[config.mk]
export PLATFORM = sky130hd
export DESIGN_NAME = divider_config_ctrl_flat
export DESIGN_NICKNAME = d
export VERILOG_FILES = /design/src/rtl/divider_config_ctrl_pkg.sv /design/src/rtl/divider_config_ctrl_if.sv /design/src/rtl/divider_config_ctrl_settle_timer.sv /design/src/rtl/divider_config_ctrl.sv /design/src/flat_wrapper.sv
export SDC_FILE = /design/constraint.sdc
export NUM_CORES = 1
export LEC_CHECK = 0
export ABC_AREA = 1
export ABC_CLOCK_PERIOD_IN_PS = 3860
export BUFFER_PORTS_ARGS = -buffer_cell sky130_fd_sc_hd__buf_4
export CAP_MARGIN = 20
export CORE_UTILIZATION = 49
export DETAILED_ROUTE_END_ITERATION = 12
export GPL_ROUTABILITY_DRIVEN = 0
export PLACE_DENSITY = 0.83
export SLEW_MARGIN = 20
export SYNTH_ARGS = -nofsm -noshare
export SYNTH_HDL_FRONTEND = slang
export SYNTH_HIERARCHICAL = 1
export SYNTH_SLANG_ARGS = --single-unit
[constraint.sdc]
create_clock -name Clk -period 3.86 [get_ports Clk]
set_input_delay 0.579 -clock Clk [delete_from_list [all_inputs] [get_ports Clk]]
set_output_delay 0.579 -clock Clk [all_outputs]
set_load 0.02 [all_outputs]
[src/rtl/divider_config_ctrl_pkg.sv]
// Shared types and constants for the divider configuration sequencer.
package div_cfg_pkg;

  typedef enum logic [2:0] {
    ST_IDLE,
    ST_RUN,
    ST_STOP,
    ST_LOAD,
    ST_RESUME
  } state_e;

  // Matches the divisor the downstream divider assumes right after its own reset.
  localparam int unsigned DIV_RESET_VALUE = 1;

  localparam int unsigned SETTLE_MIN   = 1;
  localparam int unsigned SETTLE_MAX   = 255;
  localparam int unsigned SETTLE_CNT_W = 8;

endpackage

[src/rtl/divider_config_ctrl_if.sv]
// Request side and divider-control side of the configuration sequencer.
interface divider_config_ctrl_if #(
  parameter int unsigned DIV_WIDTH = 32
);

  logic                 RunRequest;
  logic                 ReqValid;
  logic [DIV_WIDTH-1:0] ReqDiv;
  logic                 ReqReady;
  logic                 ReqError;
  logic                 Enable;
  logic                 ConfigDiv;
  logic [DIV_WIDTH-1:0] Dout;
  logic [DIV_WIDTH-1:0] CurrentDiv;
  logic                 Busy;

  modport master (
    output RunRequest, ReqValid, ReqDiv,
    input  ReqReady, ReqError, Enable, ConfigDiv, Dout, CurrentDiv, Busy
  );

  modport slave (
    input  RunRequest, ReqValid, ReqDiv,
    output ReqReady, ReqError, Enable, ConfigDiv, Dout, CurrentDiv, Busy
  );

endinterface

[src/rtl/divider_config_ctrl_settle_timer.sv]
// 8-bit load/decrement counter with a zero flag; times the stop interval before a load.
import div_cfg_pkg::*;

module settle_timer (
  input  logic                    clk,
  input  logic                    rst,
  input  logic                    load,
  input  logic [SETTLE_CNT_W-1:0] load_val,
  input  logic                    dec,
  output logic                    zero
);

  logic [SETTLE_CNT_W-1:0] count_q;
  logic [SETTLE_CNT_W-1:0] count_d;

  always_comb begin
    count_d = count_q;
    if (load) begin
      count_d = load_val;
    end else if (dec && (count_q != '0)) begin
      count_d = count_q - 1'b1;
    end
  end

  always_ff @(posedge clk) begin
    if (rst) begin
      count_q <= '0;
    end else begin
      count_q <= count_d;
    end
  end

  assign zero = (count_q == '0);

endmodule

[src/rtl/divider_config_ctrl.sv]
// Sequences divisor changes into the divider: stop, settle, one-cycle load, resume.
// All outputs are registered from the next state, so they are valid in the cycle a state is occupied.
import div_cfg_pkg::*;

module divider_config_ctrl #(
  parameter int unsigned SETTLE_CYCLES = 2,
  parameter int unsigned DIV_WIDTH     = 32
) (
  input logic                  Clk,
  input logic                  Reset,
  divider_config_ctrl_if.slave bus
);

  if ((SETTLE_CYCLES < SETTLE_MIN) || (SETTLE_CYCLES > SETTLE_MAX)) begin : g_bad_settle
    $error("SETTLE_CYCLES out of legal range");
  end

  localparam logic [DIV_WIDTH-1:0]    DivReset  = DIV_WIDTH'(DIV_RESET_VALUE);
  localparam logic [SETTLE_CNT_W-1:0] SettleTop = SETTLE_CNT_W'(SETTLE_CYCLES - 1);

  state_e               state_q, state_d;
  logic                 enable_q, enable_d;
  logic                 config_div_q, config_div_d;
  logic [DIV_WIDTH-1:0] dout_q, dout_d;
  logic [DIV_WIDTH-1:0] current_div_q, current_div_d;
  logic                 req_ready_q, req_ready_d;
  logic                 req_error_q, req_error_d;
  logic                 busy_q, busy_d;

  logic accept;
  logic accept_ok;
  logic accept_zero;
  logic timer_load;
  logic timer_dec;
  logic timer_zero;

  settle_timer u_settle_timer (
    .clk      (Clk),
    .rst      (Reset),
    .load     (timer_load),
    .load_val (SettleTop),
    .dec      (timer_dec),
    .zero     (timer_zero)
  );

  always_comb begin
    state_d     = state_q;
    timer_load  = 1'b0;
    timer_dec   = 1'b0;
    accept      = bus.ReqValid & req_ready_q;
    accept_ok   = accept & (bus.ReqDiv != '0);
    accept_zero = accept & (bus.ReqDiv == '0);

    // A request takes priority over RunRequest; a rejected zero leaves the state alone.
    case (state_q)
      ST_IDLE: begin
        if (accept_ok) begin
          state_d = ST_LOAD;
        end else if (!accept_zero && bus.RunRequest) begin
          state_d = ST_RUN;
        end
      end
      ST_RUN: begin
        if (accept_ok) begin
          state_d    = ST_STOP;
          timer_load = 1'b1;
        end else if (!accept_zero && !bus.RunRequest) begin
          state_d = ST_IDLE;
        end
      end
      ST_STOP: begin
        if (timer_zero) begin
          state_d = ST_LOAD;
        end else begin
          timer_dec = 1'b1;
        end
      end
      ST_LOAD: begin
        state_d = ST_RESUME;
      end
      ST_RESUME: begin
        state_d = bus.RunRequest ? ST_RUN : ST_IDLE;
      end
      default: begin
        state_d = ST_IDLE;
      end
    endcase

    enable_d      = (state_d == ST_RUN);
    config_div_d  = (state_d == ST_LOAD);
    req_ready_d   = (state_d == ST_IDLE) || (state_d == ST_RUN);
    busy_d        = (state_d == ST_STOP) || (state_d == ST_LOAD) || (state_d == ST_RESUME);
    req_error_d   = accept_zero;
    dout_d        = accept_ok ? bus.ReqDiv : dout_q;
    current_div_d = (state_d == ST_RESUME) ? dout_q : current_div_q;
  end

  always_ff @(posedge Clk) begin
    if (Reset) begin
      state_q       <= ST_IDLE;
      enable_q      <= 1'b0;
      config_div_q  <= 1'b0;
      dout_q        <= DivReset;
      current_div_q <= DivReset;
      req_ready_q   <= 1'b0;
      req_error_q   <= 1'b0;
      busy_q        <= 1'b0;
    end else begin
      state_q       <= state_d;
      enable_q      <= enable_d;
      config_div_q  <= config_div_d;
      dout_q        <= dout_d;
      current_div_q <= current_div_d;
      req_ready_q   <= req_ready_d;
      req_error_q   <= req_error_d;
      busy_q        <= busy_d;
    end
  end

  assign bus.Enable     = enable_q;
  assign bus.ConfigDiv  = config_div_q;
  assign bus.Dout       = dout_q;
  assign bus.CurrentDiv = current_div_q;
  assign bus.ReqReady   = req_ready_q;
  assign bus.ReqError   = req_error_q;
  assign bus.Busy       = busy_q;

endmodule

[src/flat_wrapper.sv]
// flat-port wrapper written by rule: the top's interface ports become plain ports
module divider_config_ctrl_flat 
#(
  parameter int unsigned SETTLE_CYCLES = 2,
  parameter int unsigned DIV_WIDTH     = 32
)
  (Clk, Reset, bus_RunRequest, bus_ReqValid, bus_ReqDiv, bus_ReqReady, bus_ReqError, bus_Enable, bus_ConfigDiv, bus_Dout, bus_CurrentDiv, bus_Busy);
  divider_config_ctrl_if #(.DIV_WIDTH(DIV_WIDTH)) bus_i ();
  input logic Clk;
  input logic Reset;
  input wire logic [$bits(bus_i.RunRequest)-1:0] bus_RunRequest;
  input wire logic [$bits(bus_i.ReqValid)-1:0] bus_ReqValid;
  input wire logic [$bits(bus_i.ReqDiv)-1:0] bus_ReqDiv;
  output wire logic [$bits(bus_i.ReqReady)-1:0] bus_ReqReady;
  output wire logic [$bits(bus_i.ReqError)-1:0] bus_ReqError;
  output wire logic [$bits(bus_i.Enable)-1:0] bus_Enable;
  output wire logic [$bits(bus_i.ConfigDiv)-1:0] bus_ConfigDiv;
  output wire logic [$bits(bus_i.Dout)-1:0] bus_Dout;
  output wire logic [$bits(bus_i.CurrentDiv)-1:0] bus_CurrentDiv;
  output wire logic [$bits(bus_i.Busy)-1:0] bus_Busy;
  assign bus_i.RunRequest = bus_RunRequest;
  assign bus_i.ReqValid = bus_ReqValid;
  assign bus_i.ReqDiv = bus_ReqDiv;
  assign bus_ReqReady = bus_i.ReqReady;
  assign bus_ReqError = bus_i.ReqError;
  assign bus_Enable = bus_i.Enable;
  assign bus_ConfigDiv = bus_i.ConfigDiv;
  assign bus_Dout = bus_i.Dout;
  assign bus_CurrentDiv = bus_i.CurrentDiv;
  assign bus_Busy = bus_i.Busy;
  divider_config_ctrl #(.SETTLE_CYCLES(SETTLE_CYCLES), .DIV_WIDTH(DIV_WIDTH)) u_core (.Clk(Clk), .Reset(Reset), .bus(bus_i));
endmodule
==> metrics.txt, run 1 <==
Req. time, crit path=4.10 ns; grt total ovfl=0; DP Wirelength=5930 um; cts hold-fix bufs=0; most numerous cell in the Yosys netlist=nor2_1; Vias=3,319; DR DRC count=1; share of cells above drive strength 1=23.34%; Crit. End Element=flip-flop; maximum buffer depth of the clock tree=2; port bufs=104; worst rel slew slack=36.86%; Max VDD drop=0.0003609 V; Top FF cell, synth=dfxtp_1; CTS Root Cell=clkbuf_8; Ys Warns=6; Num CTS Buffers=9; Worst-Skew Late Latency=0.34 ns; starting density of the core=51.12%; largest net degree at the start of global routing=39; Cell Rows=29; Layout Nets=609; Avg Cell Area, Syn=7.015 um2; failing checks=DRC; # IOs=105; Setup-failing EPs final=0; PD cells=511.1 mW/mm2; post-route ant nets=0; multiplexer share of the synthesized area=0%; routed vias/inst=5.098; maxcap violations=0; Post-Synth XOR/XNOR Area=0.2668%; main area contributors after synthesis=dfxtp_1, nor2_1, o21ai_0, nand2_1, nand3_1; Post-CTS Resized=0; largest family of logic cells by synthesized area=simple AND/OR/NAND/NOR gates; area leader, netlist=dfxtp_1; TritonCTS clock tree=built; Fill cells=536; Yosys cell types=26; number of synthesized flops with an enable pin=0; P&R area growth vs syn=31.59%; vias in the first global route=3,181; Total GRT Usage=24.94%; register area share after synthesis=48.78%; Synth Area in Compound Gates=10.79%; maximum clock rate=471.2 MHz; synthesized instance count=468; total die area=0.007032 mm2; Leak=2.223 nW; Post-CTS Setup Bufs=0; kind of start point of the critical path=input port; setup_tns=0 ns; worst-margin pin slew=0.9460 ns; fin. max-slew vios=0; Yosys reg bits=80; status=complete, but fails checks; Tcrit/Tclk final=54.98%; CTS sink cnt=80; Routed wire per std cell=12.99 um; Final min period=2.122 ns; Synth top cells by count=nor2_1, dfxtp_1, o21ai_0, nand2_1, inv_1; diodes inserted=0; final wirelength=8455 um; register clock-pin slew on the reported worst setup and hold paths=0.07 ns; DRT iter0 DRCs=227; Worst Path Arrival=2.36 ns; RSZ-0062 raised after global routing=no; first-pass GRT wire length=14,160 um; Synth Area in Adders=0.7622%; initial antenna violation count=0; Die Y=83.86 um; Synth top area share=48.78%; Syn Std Cell Area=0.003283 mm2; clk_skew=0.008805 ns; H-Tree Depth=3; Overall Power=2.208 mW; Max FO, Critical Path=36; post-synthesis async set-or-reset flop share=0%; Crit Path Category=input port to flip-flop; hold crit path type=input port to flip-flop; Die Wd=83.86 um; simple-gate share of the synthesized area=32.20%; final hold violations=0; total core area=0.006422 mm2; DR pass1 iterations=9
-- where the power goes --
part | internal (mW) | switching [mW] | leakage [nW]
clock network | 0.422 | 0.276 | 0.112
registers | 0.910 | 0.0600 | 0.653
logic | 0.206 | 0.335 | 1.46
total | 1.54 | 0.671 | 2.22
-- path summary, 6_finish.rpt --
kind / slack (ns) / cells after the start / end / startpoint
setup / recovery: 1.74 / 14 / u_core/u_settle_timer/count_q[1] / bus_ReqDiv[16]
hold / removal: 0.46 / 3 / u_core/bus.Dout[0] / bus_ReqDiv[0]
setup reg to reg: 1.78 / 9 / u_core/u_settle_timer/count_q[1] / u_core/bus.ReqReady
hold reg to reg: 0.48 / 2 / u_core/bus.CurrentDiv[0] / u_core/bus.CurrentDiv[0]
-- registers in the layout, indices dropped and copies added (netlist names) --
signal                         cells
u_core/bus.Busy                    1
u_core/bus.ConfigDiv               1
u_core/bus.CurrentDiv             32
u_core/bus.Dout                   32
u_core/bus.Enable                  1
u_core/bus.ReqError                1
u_core/bus.ReqReady                1
u_core/state_q                     3
u_core/u_settle_timer/count_q      8
-- kinds of logic after synthesis --
logic type,Yosys count
XOR/XNOR,1
AND/OR/NAND/NOR,259
other,2
buffers and inverters,54
flip-flops,80
AO/OA/AOI/OAI,70
adder cells (fa/ha/maj),2
-- critical path, cell delays in order --
cell,delay [ns]
buf_4,0.08
nor2_1,0.04
nand2_1,0.07
nor2_1,0.04
nand2_1,0.08
nor2_2,0.06
nor2_4,0.56
nand2_2,0.09
inv_1,0.23
inv_2,0.15
nand2_4,0.13
clkinv_2,0.08
nor2_1,0.10
nor2_1,0.05
-- through the flow --
step | utilization [%] | hold slack [ns] | instance area (um2) | instances | worst slack, ns
6_report | 67.27 | 0.4649 | 4320 | 651 | 1.738
5_1_grt | 67.27 | 0.4593 | 4320 | 651 | 1.589
4_1_cts | 67.27 | 0.4508 | 4320 | 651 | 1.781
2_1_floorplan | - | 0.4684 | 3306 | 474 | 1.963
3_3_place_gp | 63.80 | 0.4448 | 4098 | 637 | 1.481
3_5_place_dp | 63.80 | 0.4571 | 4098 | 637 | 1.406
-- layout by cell type, fill, tap and decap left out, types with 2 or more instances in the layout --
master / instances
o21ai_0: 65
nand2_4: 2
nand2_1: 55
clkbuf_8: 9
a21oi_1: 3
clkinv_2: 2
nor2_2: 2
nand3_1: 21
nand2_2: 3
dfxtp_1: 80
inv_1: 27
nand4_1: 3
nor2_1: 168
ha_1: 2
inv_2: 5
bufinv_16: 3
nor3_1: 3
buf_4: 106
conb_1: 8
-- routing by layer --
layer	wire length, um	up-vias	global-route usage, %
met1	3534	1538	30.01
met3	606	10	6.330
met5	0	-	0
met2	4201	108	42.03
li1	-	1663	-
met4	112	0	10.97
-- cell type report --
type | count | area, um2 | share of cell area, %
clock inverters | 4 | 95.09 | 2.201
multi-input cells | 340 | 1475 | 34.14
repair buffers | 106 | 795.8 | 18.42
clock buffers | 10 | 127.6 | 2.954
well taps | 77 | 96.34 | 2.230
flip-flops and latches | 80 | 1602 | 37.07
inverters | 34 | 128.9 | 2.983
Note: power is estimated with default switching activity, not from simulation.
==> run 2, diff against run 1 <==
- ABC_CLOCK_PERIOD_IN_PS: 3860 -> 2200
- clock period: 3.86 -> 2.2 ns (I/O delays scaled with it)
==> metrics.txt, run 2 (same netlist as run 1, synthesis figures left out) <==
Crit. End Element=flip-flop; post-route ant nets=0; kind of start point of the critical path=flip-flop; Min-Delay Path Depth=3; Tcrit/Tclk final=77.00%; Num CTS Buffers=9; maximum clock rate=590.3 MHz; Leak=2.200 nW; cts hold-fix bufs=0; total die area=0.007032 mm2; worst reg2reg endpoint=u_core/u_settle_timer/count_q[7]; Post-DP Area=0.004105 mm2; routed vias/inst=4.957; Req. time, crit path=2.43 ns; failing checks=DRC; hold crit path type=input port to flip-flop; Reg2Reg Setup Slack=0.51 ns; share of cells above drive strength 1=23.34%; initial antenna violation count=0; P&R area growth vs syn=29.92%; total core area=0.006422 mm2; worst hold endpoint=u_core/bus.Dout[0]; DRT iter0 DRCs=230; DR pass1 iterations=8; total placed cells including tap cells=638; fin. max-slew vios=0; CTS Root Cell=clkbuf_8; diodes inserted=0; # IOs=105; DR DRC count=2; Worst Path Arrival=1.92 ns; RSZ-0062 raised after global routing=no; Layout Nets=610; Finished Cell Area=0.004265 mm2; Post-CTS Resized=0; Final min period=1.694 ns; starting density of the core=51.12%; Final Instance Count excl. Fillers=651; clk_skew=0.004744 ns; largest net degree at the start of global routing=65; Routed wire per std cell=12.86 um; Worst-Skew Late Latency=0.34 ns; fin util=66.41%; reg2reg path depth=9; Die Y=83.86 um; PD cells=837.7 mW/mm2; first-pass GRT wire length=13,330 um; post-route setup slack=0.5060 ns; Max VDD drop=0.0005256 V; TritonCTS clock tree=built; CTS sink cnt=80; maxcap violations=0; dpl ws=0.1757 ns; most common cell after layout, fill and taps aside=nor2_1; vias in the first global route=2,855; register clock-pin slew on the reported worst setup and hold paths=0.07 ns; Total GRT Usage=23.65%; commonest non-fill, non-tap cells in the layout=nor2_1, buf_4, dfxtp_1; grt total ovfl=0; port bufs=104; worst-margin pin slew=0.6506 ns; Min Hold Slack=0.2208 ns; Crit Path Category=flip-flop to flip-flop; status=complete, but fails checks; Setup-failing EPs final=0; maximum buffer depth of the clock tree=2; H-Tree Depth=3; hold_sp=bus_ReqDiv[0]; Max FO, Critical Path=13; reg-to-reg startpoint=u_core/bus.ReqReady; Post-CTS Setup Bufs=0; Vias=3,227; setup_tns=0 ns; worst rel slew slack=56.56%; DP Wirelength=5879 um; final hold violations=0; Die Wd=83.86 um; Overall Power=3.573 mW; final wirelength=8371 um; Cell Rows=29
## run 2: cell types whose count changed in the layout (fill, tap and decap cells not counted)
cell | previous run | this run
buf_4 | 106 | 107
bufinv_16 | 3 | 0
clkbuf_8 | 9 | 11
## run 2: metal layers
layer | routed length [um] | up-vias | GRT usage (%)
met5 | 0 | - | 0
met1 | 3682 | 1457 | 29.97
met2 | 3946 | 100 | 38.08
met4 | 125 | 0 | 8.464
li1 | - | 1660 | -
met3 | 616 | 10 | 7.221
## run 2: final cells by class
cell class	instances	area (um2)
Clock buffer	12	155.1
Clock inverter	1	5.005
Fill cell	566	2157
Inverter	34	128.9
Multi-Input combinational cell	340	1475
Sequential cell	80	1602
Tap cell	77	96.34
Timing Repair Buffer	107	803.3
## run 2: worst max-delay path by stage
stage / startpoint / to / slack (ns)
3_5_place_dp: bus_ReqDiv[18] / u_core/u_settle_timer/count_q[7] / 0.18
5_1_grt: u_core/bus.ReqReady / u_core/u_settle_timer/count_q[7] / 0.29
6_report: u_core/bus.ReqReady / u_core/u_settle_timer/count_q[7] / 0.51
2_1_floorplan: u_core/bus.ReqReady / u_core/u_settle_timer/count_q[1] / 0.51
3_3_place_gp: bus_ReqDiv[18] / u_core/u_settle_timer/count_q[7] / 0.30
4_1_cts: u_core/bus.ReqReady / u_core/u_settle_timer/count_q[7] / 0.50
## run 2: report_power, final
| part | internal [mW] | switching (mW) | leakage, nW |
|---|---|---|---|
| Sequential | 1.60 | 0.105 | 0.653 |
| Clock | 0.452 | 0.469 | 0.0842 |
| Combinational | 0.364 | 0.587 | 1.46 |
## run 2: critical path: stages, from the launching register on
cell	delay [ns]
dfxtp_1	0.35
nand2_1	0.14
nor2_4	0.31
nand2_2	0.09
inv_1	0.21
inv_2	0.15
nand3_1	0.14
nor2_1	0.06
nor2_1	0.10
nor2_1	0.04
